<file path="config.mk">
export PLATFORM = sky130hd
export DESIGN_NAME = l3cache_evict_ctrl
export DESIGN_NICKNAME = d
export VERILOG_FILES = /design/src/rtl/l3cache_evict_ctrl.sv
export SDC_FILE = /design/constraint.sdc
export NUM_CORES = 1
export LEC_CHECK = 0
export ABC_AREA = 1
export ABC_CLOCK_PERIOD_IN_PS = 1700
export BUFFER_PORTS_ARGS = -buffer_cell sky130_fd_sc_hd__buf_4
export CORE_AREA = 2 2 105 107
export DETAILED_ROUTE_END_ITERATION = 10
export DIE_AREA = 0 0 107 109
export GPL_TIMING_DRIVEN = 0
export PLACE_DENSITY = 0.79
export SYNTH_ARGS = -nofsm -noshare
export SYNTH_HDL_FRONTEND = slang
export SYNTH_SLANG_ARGS = --single-unit
export TNS_END_PERCENT = 50
</file>
<file path="constraint.sdc">
create_clock -name CLK -period 1.7 [get_ports CLK]
set_input_delay 0.17 -clock CLK [delete_from_list [all_inputs] [get_ports CLK]]
set_output_delay 0.17 -clock CLK [all_outputs]
set_load 0.03 [all_outputs]
</file>
<file path="src/rtl/l3cache_evict_ctrl.sv">
// l3cache_evict_ctrl: write-back sequencer for the L3 cache data array.
// Pops dirty line addresses, reads each line beat by beat from the data SRAM
// and streams it out as one AW/W/B burst. Also drains the FIFO on a flush
// request and pulses flush_done when the drain is complete.
// Optional build macro L3_EVICT_PIPE_EN: a 2-entry skid buffer between the
// SRAM read port and the W channel, sustaining one beat per cycle.
module l3cache_evict_ctrl #(
  parameter int LINE_LSB = 9,
  parameter int BEATS    = 2**(LINE_LSB-3),
  parameter int FIFO_AW  = 32-LINE_LSB
) (
  input  logic               CLK,
  input  logic               RSTn,
  input  logic               flush_req,
  output logic               flush_done,
  output logic               evict_busy,
  input  logic               fifo_empty,
  output logic               fifo_pop,
  input  logic [FIFO_AW-1:0] fifo_addr,
  output logic [31:0]        cache_addr,
  output logic               cache_en_r,
  input  logic [63:0]        cache_info_r,
  output logic               mem_aw_valid,
  input  logic               mem_aw_ready,
  output logic [31:0]        mem_aw_addr,
  output logic [7:0]         mem_aw_len,
  output logic               mem_w_valid,
  input  logic               mem_w_ready,
  output logic [63:0]        mem_w_data,
  output logic               mem_w_last,
  input  logic               mem_b_valid,
  output logic               mem_b_ready,
  input  logic [1:0]         mem_b_resp,
  output logic               evict_err
);

  localparam int              BW        = $clog2(BEATS);
  localparam logic [7:0]      AW_LEN    = 8'(BEATS-1);
  localparam logic [BW-1:0]   LAST_BEAT = BW'(BEATS-1);

  typedef enum logic [2:0] {
    S_IDLE,
    S_POP,
    S_AW,
    S_RD,
    S_WD,
    S_BRESP
  } state_t;

`ifdef L3_EVICT_PIPE_EN
  // Streaming: the first read is issued with the AW handshake, and WD stays
  // put while beats flow through the skid buffer.
  localparam state_t AW_NEXT   = S_WD;
  localparam state_t BEAT_NEXT = S_WD;
`else
  // Alternating: every beat needs one RD cycle and at least one WD cycle.
  localparam state_t AW_NEXT   = S_RD;
  localparam state_t BEAT_NEXT = S_RD;
`endif

  state_t               state_q, state_d;
  logic [FIFO_AW-1:0]   line_q, line_d;
  logic [BW-1:0]        beat_q, beat_d;
  logic                 err_q, err_d;
  logic                 flush_pend_q, flush_pend_d;
  logic                 w_hs;

  assign w_hs        = mem_w_valid && mem_w_ready;
  assign evict_busy  = (state_q != S_IDLE);
  assign evict_err   = err_q;
  assign mem_aw_addr = {line_q, {LINE_LSB{1'b0}}};
  assign mem_aw_len  = AW_LEN;
  assign mem_w_last  = mem_w_valid && (beat_q == LAST_BEAT);

  // Flush completes only once the FIFO is empty and no line is in flight.
  assign flush_done  = flush_pend_q && (state_q == S_IDLE) && fifo_empty;

  // Control state, line address, beat counter, sticky error, flush pending.
  always_ff @(posedge CLK or negedge RSTn) begin
    if (!RSTn) begin
      state_q      <= S_IDLE;
      line_q       <= '0;
      beat_q       <= '0;
      err_q        <= 1'b0;
      flush_pend_q <= 1'b0;
    end else begin
      state_q      <= state_d;
      line_q       <= line_d;
      beat_q       <= beat_d;
      err_q        <= err_d;
      flush_pend_q <= flush_pend_d;
    end
  end

  // Next-state logic and per-state control strobes.
  always_comb begin
    state_d      = state_q;
    line_d       = line_q;
    beat_d       = beat_q;
    err_d        = err_q;
    flush_pend_d = flush_pend_q;
    fifo_pop     = 1'b0;
    mem_aw_valid = 1'b0;
    mem_b_ready  = 1'b0;

    if (flush_done) begin
      flush_pend_d = 1'b0;
    end else if (flush_req) begin
      flush_pend_d = 1'b1;
    end

    case (state_q)
      S_IDLE: begin
        if (!fifo_empty) begin
          state_d = S_POP;
        end
      end
      S_POP: begin
        // FIFO head is valid in the same cycle as the pop strobe.
        fifo_pop = 1'b1;
        line_d   = fifo_addr;
        state_d  = S_AW;
      end
      S_AW: begin
        mem_aw_valid = 1'b1;
        if (mem_aw_ready) begin
          beat_d  = '0;
          state_d = AW_NEXT;
        end
      end
      S_RD: begin
        state_d = S_WD;
      end
      S_WD: begin
        if (w_hs) begin
          if (beat_q == LAST_BEAT) begin
            state_d = S_BRESP;
          end else begin
            beat_d  = beat_q + 1'b1;
            state_d = BEAT_NEXT;
          end
        end
      end
      S_BRESP: begin
        mem_b_ready = 1'b1;
        if (mem_b_valid) begin
          state_d = S_IDLE;
          if (mem_b_resp != 2'b00) begin
            err_d = 1'b1;
          end
        end
      end
      default: begin
        state_d = S_IDLE;
      end
    endcase
  end

`ifdef L3_EVICT_PIPE_EN
  // ---------------------------------------------------------------------
  // Skid-buffered datapath. rd_cnt_q counts reads issued for the current
  // line (one extra bit so it can reach BEATS). A read in flight lands on
  // cache_info_r the following cycle; when the buffer is empty that word is
  // presented straight on W, otherwise it is queued behind older beats.
  // ---------------------------------------------------------------------
  logic [BW:0]   rd_cnt_q, rd_cnt_d;
  logic          inflight_q;
  logic [1:0]    cnt_q, cnt_d;
  logic          hd_q, hd_d;
  logic [63:0]   buf_q [2];
  logic          buf_pop;
  logic          push;
  logic          wr_idx;
  logic [2:0]    occ_after;
  logic          aw_issue;
  logic          wd_issue;
  logic [BW-1:0] rd_beat;

  assign mem_w_valid = (state_q == S_WD) && ((cnt_q != 2'd0) || inflight_q);
  assign mem_w_data  = mem_w_valid ? ((cnt_q == 2'd0) ? cache_info_r : buf_q[hd_q]) : '0;

  // Slots still claimed after this cycle's W handshake: buffered + in flight.
  assign occ_after = {1'b0, cnt_q} + {2'b00, inflight_q} - {2'b00, w_hs};
  assign aw_issue  = (state_q == S_AW) && mem_aw_ready;
  assign wd_issue  = (state_q == S_WD) && !rd_cnt_q[BW] && (occ_after < 3'd2);
  assign cache_en_r = aw_issue || wd_issue;
  assign rd_beat    = aw_issue ? '0 : rd_cnt_q[BW-1:0];
  assign cache_addr = cache_en_r ? {line_q, rd_beat, 3'b000} : '0;

  // A returning word is buffered unless it goes straight out on W.
  assign buf_pop = w_hs && (cnt_q != 2'd0);
  assign push    = inflight_q && !(w_hs && (cnt_q == 2'd0));
  assign wr_idx  = hd_q ^ cnt_q[0];

  // Read-issue counter and buffer occupancy bookkeeping.
  always_comb begin
    rd_cnt_d = rd_cnt_q;
    if (aw_issue) begin
      rd_cnt_d = {{BW{1'b0}}, 1'b1};
    end else if (wd_issue) begin
      rd_cnt_d = rd_cnt_q + 1'b1;
    end
    cnt_d = cnt_q + {1'b0, push} - {1'b0, buf_pop};
    hd_d  = hd_q ^ buf_pop;
  end

  // Skid buffer storage and pointers.
  always_ff @(posedge CLK or negedge RSTn) begin
    if (!RSTn) begin
      rd_cnt_q   <= '0;
      inflight_q <= 1'b0;
      cnt_q      <= '0;
      hd_q       <= 1'b0;
      for (int i = 0; i < 2; i++) begin
        buf_q[i] <= '0;
      end
    end else begin
      rd_cnt_q   <= rd_cnt_d;
      inflight_q <= cache_en_r;
      cnt_q      <= cnt_d;
      hd_q       <= hd_d;
      if (push) begin
        buf_q[wr_idx] <= cache_info_r;
      end
    end
  end
`else
  // ---------------------------------------------------------------------
  // Single-register datapath: RD issues the read, the first WD cycle sees
  // the SRAM word directly and latches it so W stays stable under stall.
  // ---------------------------------------------------------------------
  logic        wd_first_q;
  logic [63:0] w_data_q;

  assign cache_en_r  = (state_q == S_RD);
  assign cache_addr  = cache_en_r ? {line_q, beat_q, 3'b000} : '0;
  assign mem_w_valid = (state_q == S_WD);
  assign mem_w_data  = mem_w_valid ? (wd_first_q ? cache_info_r : w_data_q) : '0;

  // First-WD-cycle flag and W data holding register.
  always_ff @(posedge CLK or negedge RSTn) begin
    if (!RSTn) begin
      wd_first_q <= 1'b0;
      w_data_q   <= '0;
    end else begin
      wd_first_q <= (state_q == S_RD);
      if ((state_q == S_WD) && wd_first_q) begin
        w_data_q <= cache_info_r;
      end
    end
  end
`endif

endmodule

</file>
==> results of run 1 <==
[state kept, by name, summed over array words and instances (netlist names)]
register / flops
wd_first_q: 1
beat_q: 6
w_data_q: 64
evict_err: 1
line_q: 23
flush_pend_q: 1
state_q: 3
[placed cells by master, fill, tap and decap left out, types with 3 or more instances in the layout]
cell type    n
nand3_1     10
dfrtp_1     97
buf_4      219
nor2_1      38
nand2_1     76
clkbuf_8    17
conb_1      20
buf_8        6
o21ai_2     37
clkbuf_1     3
o21ai_1     42
nand2_4     26
o21ai_0     78
nand2_2     18
nor3_1       3
buf_6       47
inv_1      103
nand4_1      3
[where the power goes]
part | internal (W) | switching [W]
clock | 0.000909 | 0.000803
combinational | 0.00229 | 0.00407
sequential | 0.00330 | 0.000426
[stage by stage]
stage / area, um^2 / util, %
after CTS: 7170 / 67.6
after global routing: 7760 / 73.2
after detailed placement: 6650 / 62.7
after floorplan: 4830 / -
final: 7760 / 73.2
after global placement: 6650 / 62.7
[routing by layer]
metal,global-route usage [%],up-vias
met3,4.36,28
met5,0,-
met2,41.4,220
met1,27.8,2297
li1,-,2360
met4,8.44,0
[cells by family after synthesis]
| family | Yosys count | synth area share, % |
|---|---|---|
| AO/OA/AOI/OAI | 160 | 16.9 |
| adder cells (fa/ha/maj) | 1 | 0.264 |
| AND/OR/NAND/NOR | 181 | 15.6 |
| other | 2 | 0.158 |
| buffers and inverters | 154 | 14.8 |
| flip-flops | 99 | 52.2 |
[cell type report]
| class | count | area (um^2) | share of cell area, % |
|---|---|---|---|
| Buffer | 49 | 460 | 5.93 |
| Clock buffer | 12 | 155 | 2.00 |
| Clock inverter | 4 | 72.6 | 0.935 |
| Inverter | 105 | 395 | 5.10 |
| Multi-Input combinational cell | 362 | 2020 | 26.1 |
| Sequential cell | 99 | 2480 | 32.0 |
| Tap cell | 140 | 175 | 2.26 |
| Timing Repair Buffer | 239 | 2000 | 25.7 |
[final timing paths]
| check | to | slack, ns |
|---|---|---|
| max | mem_w_data[3] | -0.39 |
| min in group asynchronous | w_data_q[4] | 0.46 |
| min | line_q[14] | 0.008 |
| max in group asynchronous | state_q[2] | 0.57 |
| min reg2reg | evict_err | 0.49 |
| max reg2reg | w_data_q[42] | 0.02 |
[worst max-delay path, stage by stage, from the launching register on]
cell	delay, ns
dfrtp_1	0.38
buf_6	0.13
nor2_4	0.11
nand2_4	0.08
nor2_4	0.16
buf_6	0.20
buf_12	0.16
nand2_1	0.06
o21ai_1	0.09
buf_4	0.18
[repair_timing]
item,4_1_cts,5_1_grt
buffers inserted,8,5
hold buffers,0,1
gates cloned,2,3
resized for setup,65,150
endpoints found under the setup margin,96,140
hold endpoints to repair,0,46
pin swaps,2,4
==> results.txt, run 1 <==
Status = complete, but fails checks
Failing checks = setup timing
Share of the synthesized area in the top cell type = 52.2%
Met2 routed WL = 7710 um
Final Power = 0.0118 W
Final setup viols = 98
Top cells by count, synth = o21ai_0 (146), nand2_1 (118), inv_1 (103)
Synth top area cells = dfrtp_1 (52%), o21ai_0 (15%), nand2_1 (9.3%)
Pleak = 4.29 nW
Critical setup path kind = reg2out
TritonCTS clock tree = built
Synth Register Bits = 99
Reg clk slew, reported paths = 0.10 ns
Critical R2R Launch = state_q[1]
HPWL Detailed = 10100 um
Via count = 4905
Post-synth EDFFs = 0
Max-slew violations = 0
Synth Instances = 597
WHS Path Cells = 3
Max Cap Viol = 0
Crit path arrival time = 1.92 ns
Remaining global-route overflow = 0
Most common cell in the netlist = o21ai_0
Fillers = 749
Initial Util = 44.7%
Synth warnings = 0
Syn Std Cell Area = 4740 um^2
Chip Width = 107 um
Number of DRC markers in iteration 0 = 177
Worst reg-to-reg path cell count = 10
Layout Nets = 962
Worst vdd ir = 0.00122 V
Mean Syn Cell Area = 7.95 um^2
Final Cycle Share = 123%
Critical Path Source = state_q[1]
Top Metal Used = met4
Hold_sp = fifo_addr[14]
First-pass GRT wire length = 21100 um
Largest net degree at the start of global routing = 100
Drt via density = 4.86
GPL Wtd Cong = 0.847
Setup_tns = -24.47 ns
Clock Skews = 0.0119 ns
GRT Total Usage = 23.1%
FP Rows = 38
Req. time, crit path = 1.53 ns
Setup WS pre-CTS = -0.298 ns
Final WS setup = -0.395 ns
Num CTS Buffers = 9
Pwr dens = 1520 nW/um^2
Post-Route WL = 15200 um
DR WL/cell = 15.1 um
Maximum fanout along the worst path = 6
Largest area contributor in the netlist = dfrtp_1
CTS max path bufs = 2
Startpoint types = flop
Core ar. = 10600 um^2
Clock root buffer = clkbuf_8
Netlist cell types = 25
Fin cells = 1010
Antenna Nets Post-Route = 0
CP Capture Type = primary output
Vias in the first global route = 4502
Share of cells above drive strength 1 = 44.9%
# clock sinks = 99
Worst slew pin tran = 0.891 ns
Post-synth top flop = dfrtp_1
Pre-antenna DRT Iters = 4
# H-tree levels = 3
RSZ-0062 raised after global routing = true
Final Hold Violating Endpoints = 0
Minimum clock period = 2.09 ns
I/O pin total = 241
Slew margin rel. = 40.6%
Worst hold path type = in2reg
DRC viols = 0
Clock Latency Late Sink = 0.36 ns
DIE AREA = 11700 um^2
Hold Slack = 0.00850 ns
Register area share after synthesis = 52.2%
Met3 wire len = 1160 um
Inserted Diodes = 0
Vert. Die Dim = 109 um
Area grow syn2layout = 63.6%
Peak Freq = 477 MHz
PortBufs = 220
Initial antenna violation count = 0
Ys async rst share = 100%
Placed cells = 975
Met1 WL = 5980 um
Note: power is estimated with default switching activity, not from simulation.
==> run 2: changes to the inputs <==
- CORE_AREA: 2 2 105 107 -> 2 2 86 130
- DIE_AREA: 0 0 107 109 -> 0 0 88 132
- PLACE_DENSITY: 0.79 -> 0.9
- SKIP_CTS_REPAIR_TIMING: not set -> 1
==> results.txt, run 2 (synthesized netlist as in run 1, its figures left out) <==
Chip Width = 88 um (-18%)
Req. time, crit path = 1.53 ns (about the same)
CTS max path bufs = 2 (unchanged)
Pre-antenna DRT Iters = 4 (unchanged)
Drt via density = 4.78 (-1.5%)
Reg clk slew, reported paths = 0.07 ns (-0.03 ns)
DIE AREA = 11600 um^2 (-0.40%)
# clock sinks = 99 (unchanged)
Peak Freq = 477 MHz (about the same)
Placed cells = 979 (+0.41%)
GPL Wtd Cong = 0.861 (+1.7%)
Core ar. = 10400 um^2 (-1.7%)
Clock Latency Late Sink = 0.34 ns (-0.02 ns)
Largest net degree at the start of global routing = 100 (unchanged)
PortBufs = 220 (unchanged)
FP Rows = 46 (+21%)
Vias in the first global route = 4564 (+1.4%)
Fin cells = 1008 (-0.20%)
Worst hold path type = in2reg
CP Capture Type = primary output
Max-slew violations = 0 (unchanged)
Worst vdd ir = 0.00106 V (-13%)
Pleak = 4.04 nW (-5.8%)
Remaining global-route overflow = 0 (unchanged)
Vert. Die Dim = 132 um (+21%)
Initial antenna violation count = 0 (unchanged)
# H-tree levels = 3 (unchanged)
Share of cells above drive strength 1 = 39.9% (-5.0 points)
Initial Util = 45.5% (+0.80 points)
Clock root buffer = clkbuf_16
Critical setup path kind = reg2out
Failing checks = setup timing
Register with the most flip-flops = w_data_q
First-pass GRT wire length = 21700 um (+2.7%)
Minimum clock period = 2.10 ns (+0.00199 ns)
TritonCTS clock tree = built
Final WS setup = -0.397 ns (-0.00199 ns)
DR WL/cell = 14.7 um (-2.5%)
Biggest regs = w_data_q (64), line_q (23), beat_q (6)
Number of flip-flops under the largest register name = 64 (unchanged)
Final setup viols = 88 (-10%)
Status = complete, but fails checks
HPWL Detailed = 10500 um (+4.2%)
Number of DRC markers in iteration 0 = 189 (+6.8%)
Inserted Diodes = 0 (unchanged)
Num CTS Buffers = 9 (unchanged)
Most common library cell in the layout ignoring fill and taps = buf_4
DRC viols = 0 (unchanged)
Clock Skews = 0.0107 ns (-0.00115 ns)
Max Cap Viol = 0 (unchanged)
Layout Nets = 956 (-0.62%)
RSZ-0062 raised after global routing = true
Crit path arrival time = 1.93 ns (about the same)
Via count = 4823 (-1.7%)
Area grow syn2layout = 56.1%
GRT Total Usage = 23.8% (+0.67 points)
Startpoint types = flop
Final Cycle Share = 123% (about the same)
Maximum fanout along the worst path = 10 (+4)
Pwr dens = 1580 nW/um^2 (+3.8%)
Final Hold Violating Endpoints = 0 (unchanged)
I/O pin total = 241 (unchanged)
Antenna Nets Post-Route = 0 (unchanged)
Commonest cells after routing, fill and taps aside = buf_4 (247), inv_1 (102), dfrtp_1 (96), nand2_1 (95), o21ai_0 (83)
Setup_tns = -23.59 ns (+0.881 ns)
Post-Route WL = 14800 um (-2.7%)
## run 2: cell types whose count changed in the layout (fill, tap and decap cells not counted), moves of 5 or more
cell,before,now
o21ai_2,37,14
o21ai_1,42,60
nand2_4,26,9
clkbuf_16,2,10
o21ai_0,78,83
buf_4,219,247
nand2_1,76,95
clkbuf_8,17,1
buf_6,47,18
## run 2: layer usage
layer,global-route usage [%],part of all wire (%)
met4,9.91,3.3
met3,5.51,6.7
met2,42.2,55
met5,0,0
met1,26.5,35
## run 2: worst max-delay path, cell delays in order, from the launching register on
cell     delay (ns)
dfrtp_1        0.38
buf_6          0.13
nor2_4         0.13
nand2_4        0.11
nor2_4         0.16
buf_8          0.15
buf_8          0.14
nand2_1        0.07
o21ai_1        0.11
buf_4          0.19
## run 2: final cells by class
| cell class | count | area, um^2 |
|---|---|---|
| multi-input cells | 362 | 1800 |
| well taps | 144 | 180 |
| fillers | 779 | 3010 |
| plain buffers | 49 | 422 |
| clock buffers | 12 | 246 |
| flip-flops and latches | 99 | 2480 |
| clock inverters | 4 | 23.8 |
| repair buffers | 233 | 1850 |
| inverters | 105 | 395 |
## run 2: metrics by stage
step                      hold WS [ns]  setup slack [ns]  util [%]  total power [W]  cell area (um^2)
after floorplan                 -0.126            -0.166         -          0.00726              4830
after global placement           0.375            -0.274      63.9          0.00925              6660
after detailed placement         0.384            -0.331      63.9          0.00943              6660
after CTS                       0.0221            -0.715      66.5           0.0114              6930
after global routing            0.0448            -0.510      71.1           0.0124              7400
final                           0.0317            -0.397      71.1           0.0117              7400
## run 2: final timing paths
kind	start	end	slack [ns]	cells after the start
setup / recovery	state_q[1]	mem_w_data[20]	-0.40	9
hold / removal	fifo_addr[10]	line_q[10]	0.03	3
setup reg to reg	state_q[1]	w_data_q[33]	0.01	8
hold reg to reg	evict_err	evict_err	0.49	1
max in group asynchronous	RSTn	beat_q[0]	0.69	3
min in group asynchronous	RSTn	w_data_q[4]	0.29	2
## run 2: where the power goes
part | leakage, nW | total [W] | switching, W | internal (W)
clock network | 0.137 | 0.00190 | 0.000870 | 0.00103
registers | 1.09 | 0.00374 | 0.000426 | 0.00331
logic | 2.82 | 0.00605 | 0.00391 | 0.00214
total | 4.04 | 0.0117 | 0.00521 | 0.00648
==> run 3: changes to the inputs <==
- ABC_AREA: 1 -> 0
- CORE_AREA: 2 2 86 130 -> 2 2 91 137
- DIE_AREA: 0 0 88 132 -> 0 0 93 139
- MAX_ROUTING_LAYER: not set -> met4
==> results.txt, run 3 <==
Status = complete, but fails checks
Failing checks = hold timing, setup timing
CP Capture Type = primary output
CTS max path bufs = 2 (unchanged)
Num CTS Buffers = 9 (unchanged)
Pleak = 4.15 nW (+2.7%)
# H-tree levels = 3 (unchanged)
DR WL/cell = 21.0 um (+43%)
Peak Freq = 466 MHz (-2.2%)
Sw Share = 42.6% (-1.9 points)
Via count = 4732 (-1.9%)
Share of cells above drive strength 1 = 67.6% (+28 points)
Most common library cell in the layout ignoring fill and taps = buf_4
Synth top area cells = dfrtp_1 (45%), mux2_4 (16%), mux2i_1 (12%)
Startpoint types = flop
RSZ-0062 raised after global routing = true
FP Rows = 49 (+6.5%)
Antenna Nets Post-Route = 0 (unchanged)
Minimum clock period = 2.14 ns (+0.0471 ns)
Synth Instances = 459 (-23%)
Final Hold Violating Endpoints = 68 (+68)
I/O pin total = 241 (unchanged)
Number of DRC markers in iteration 0 = 174 (-7.9%)
Largest area contributor in the netlist = dfrtp_1
Post-synth top flop = dfrtp_1
Remaining global-route overflow = 0 (unchanged)
Vias in the first global route = 4888 (+7.1%)
Pre-antenna DRT Iters = 4 (unchanged)
Crit path arrival time = 1.97 ns (+0.04 ns)
Post-Route WL = 18700 um (+26%)
PortBufs = 220 (unchanged)
Inserted Diodes = 0 (unchanged)
Worst vdd ir = 0.00141 V (+33%)
Clock Latency Late Sink = 0.35 ns (about the same)
Synth Register Bits = 99 (unchanged)
Register area share after synthesis = 44.8% (-7.4 points)
Mean Syn Cell Area = 12.0 um^2 (+52%)
Worst path slowest cell = dfrtp_1
Clk network pwr share = 12.5% (-3.8 points)
GRT Total Usage = 24.3% (+0.52 points)
Slew margin rel. = 37.7%
Worst reg-to-reg path cell count = 8 (unchanged)
HPWL Detailed = 11400 um (+9.3%)
Seq pwr share = 27.1% (-4.9 points)
Area grow syn2layout = 64.8%
TritonCTS clock tree = built
Number of flip-flops under the largest register name = 64 (unchanged)
Syn Std Cell Area = 5530 um^2 (+17%)
Layout Nets = 829 (-13%)
Worst slew pin tran = 0.934 ns
Final WS setup = -0.444 ns (-0.0471 ns)
Reg-to-reg slack, setup = -0.33 ns (-0.34 ns)
Cells along the critical path = buf_6 > or3b_4 > buf_12 > buf_12 > clkbuf_16 > nor2_4 > buf_6
Max Cap Viol = 0 (unchanged)
Req. time, crit path = 1.53 ns (about the same)
Post-synth EDFFs = 0 (unchanged)
Largest net degree at the start of global routing = 100 (unchanged)
Critical setup path kind = reg2out
Initial Util = 47.0% (+1.4 points)
Fillers = 673 (-14%)
Final setup viols = 181 (+110%)
Chip Width = 93 um (+5.7%)
Fin util = 77.4% (+6.4 points)
Worst stage delay on the critical path = 0.39 ns (about the same)
Internal = 0.00924 W (+43%)
Biggest regs = w_data_q (64), line_q (23), beat_q (6)
Psw = 0.00686 W (+32%)
Synth warnings = 0 (unchanged)
Share of the synthesized area in the top cell type = 44.8% (-7.4 points)
Max-slew violations = 0 (unchanged)
Final Power = 0.0161 W (+38%)
GPL Wtd Cong = 0.786 (-8.8%)
Combinational fraction of design power = 60.4% (+8.6 points)
Worst hold path type = in2async
Pwr dens = 1770 nW/um^2 (+12%)
Core ar. = 11800 um^2 (+13%)
Commonest cells after routing, fill and taps aside = buf_4 (168), buf_6 (101), dfrtp_1 (98), mux2i_1 (64), mux2_4 (60)
Vert. Die Dim = 139 um (+5.3%)
Hold Slack = -0.0898 ns (-0.121 ns)
Clock Skews = 0.0105 ns (-0.000182 ns)
First-pass GRT wire length = 24200 um (+12%)
Ys async rst share = 100% (unchanged)
Drt via density = 5.32 (+11%)
Most common cell in the netlist = dfrtp_1
# clock sinks = 99 (unchanged)
Reg clk slew, reported paths = 0.08 ns (about the same)
DRC viols = 0 (unchanged)
Maximum fanout along the worst path = 9 (-1)
Clock root buffer = clkbuf_16
Netlist cell types = 43 (+72%)
Initial antenna violation count = 0 (unchanged)
Top cells by count, synth = dfrtp_1 (99), nor2_1 (70), mux2i_1 (64)
Register with the most flip-flops = w_data_q
Final Cycle Share = 126% (+2.8 points)
DIE AREA = 12900 um^2 (+11%)
## run 3: final timing paths
| path | endpoint | start |
|---|---|---|
| hold / removal | line_q[8] | RSTn |
| min in group CLK | line_q[4] | fifo_addr[4] |
| setup / recovery | mem_w_data[61] | state_q[0] |
| hold reg to reg | evict_err | evict_err |
| max in group asynchronous | state_q[2] | RSTn |
| setup reg to reg | w_data_q[3] | state_q[0] |
## run 3: cell families (layout without fill, tap and decap cells)
family	count (synthesis)	count (layout)	share of synthesized area, %
mux	151	151	33.4
flops	99	99	44.8
other cells	2	20	0.136
buf+inv	57	317	7.56
fa+ha+maj	1	1	0.226
simple gates	131	131	11.6
compound gates	18	18	2.35
## run 3: final cells by class
cell class / instances / area (um^2) / area share, %
Buffer: 53 / 607 / 6.66
Clock buffer: 9 / 225 / 2.47
Clock inverter: 7 / 56.3 / 0.618
Inverter: 3 / 18.8 / 0.206
Multi-Input combinational cell: 321 / 3290 / 36.1
Sequential cell: 99 / 2480 / 27.2
Tap cell: 153 / 191 / 2.10
Timing Repair Buffer: 245 / 2250 / 24.7
## run 3: power by group through the flow
stage	combinational, W	sequential, W	clock (W)
final	0.00972	0.00437	0.00202
after CTS	0.00801	0.00426	0.00202
after global placement	0.00773	0.00417	0
after detailed placement	0.00797	0.00427	0
after floorplan	0.00521	0.00464	0
after global routing	0.0102	0.00447	0.00215
## run 3: per-layer routing
layer	part of all wire (%)	track usage, %
met3	5.9	4.40
met1	36	26.6
met5	0	-
met4	1.9	8.44
met2	56	43.5
## run 3: worst max-delay path, delay by kind of cell, from the launching register on
kind	cells	cell delay, ns
flip-flops	1	0.39
AND/OR/NAND/NOR	2	0.48
buffers and inverters	5	0.75
## run 3: metrics by stage
step	setup slack [ns]	instances	cell area (um^2)	TNS, ns
floorplan	-0.194	477	6000	-16.19
global placement	-0.291	850	7840	-34.90
detailed placement	-0.370	850	7840	-37.84
CTS	-0.768	866	8120	-75.01
global route	-0.486	890	9110	-63.15
finish	-0.444	890	9110	-54.59
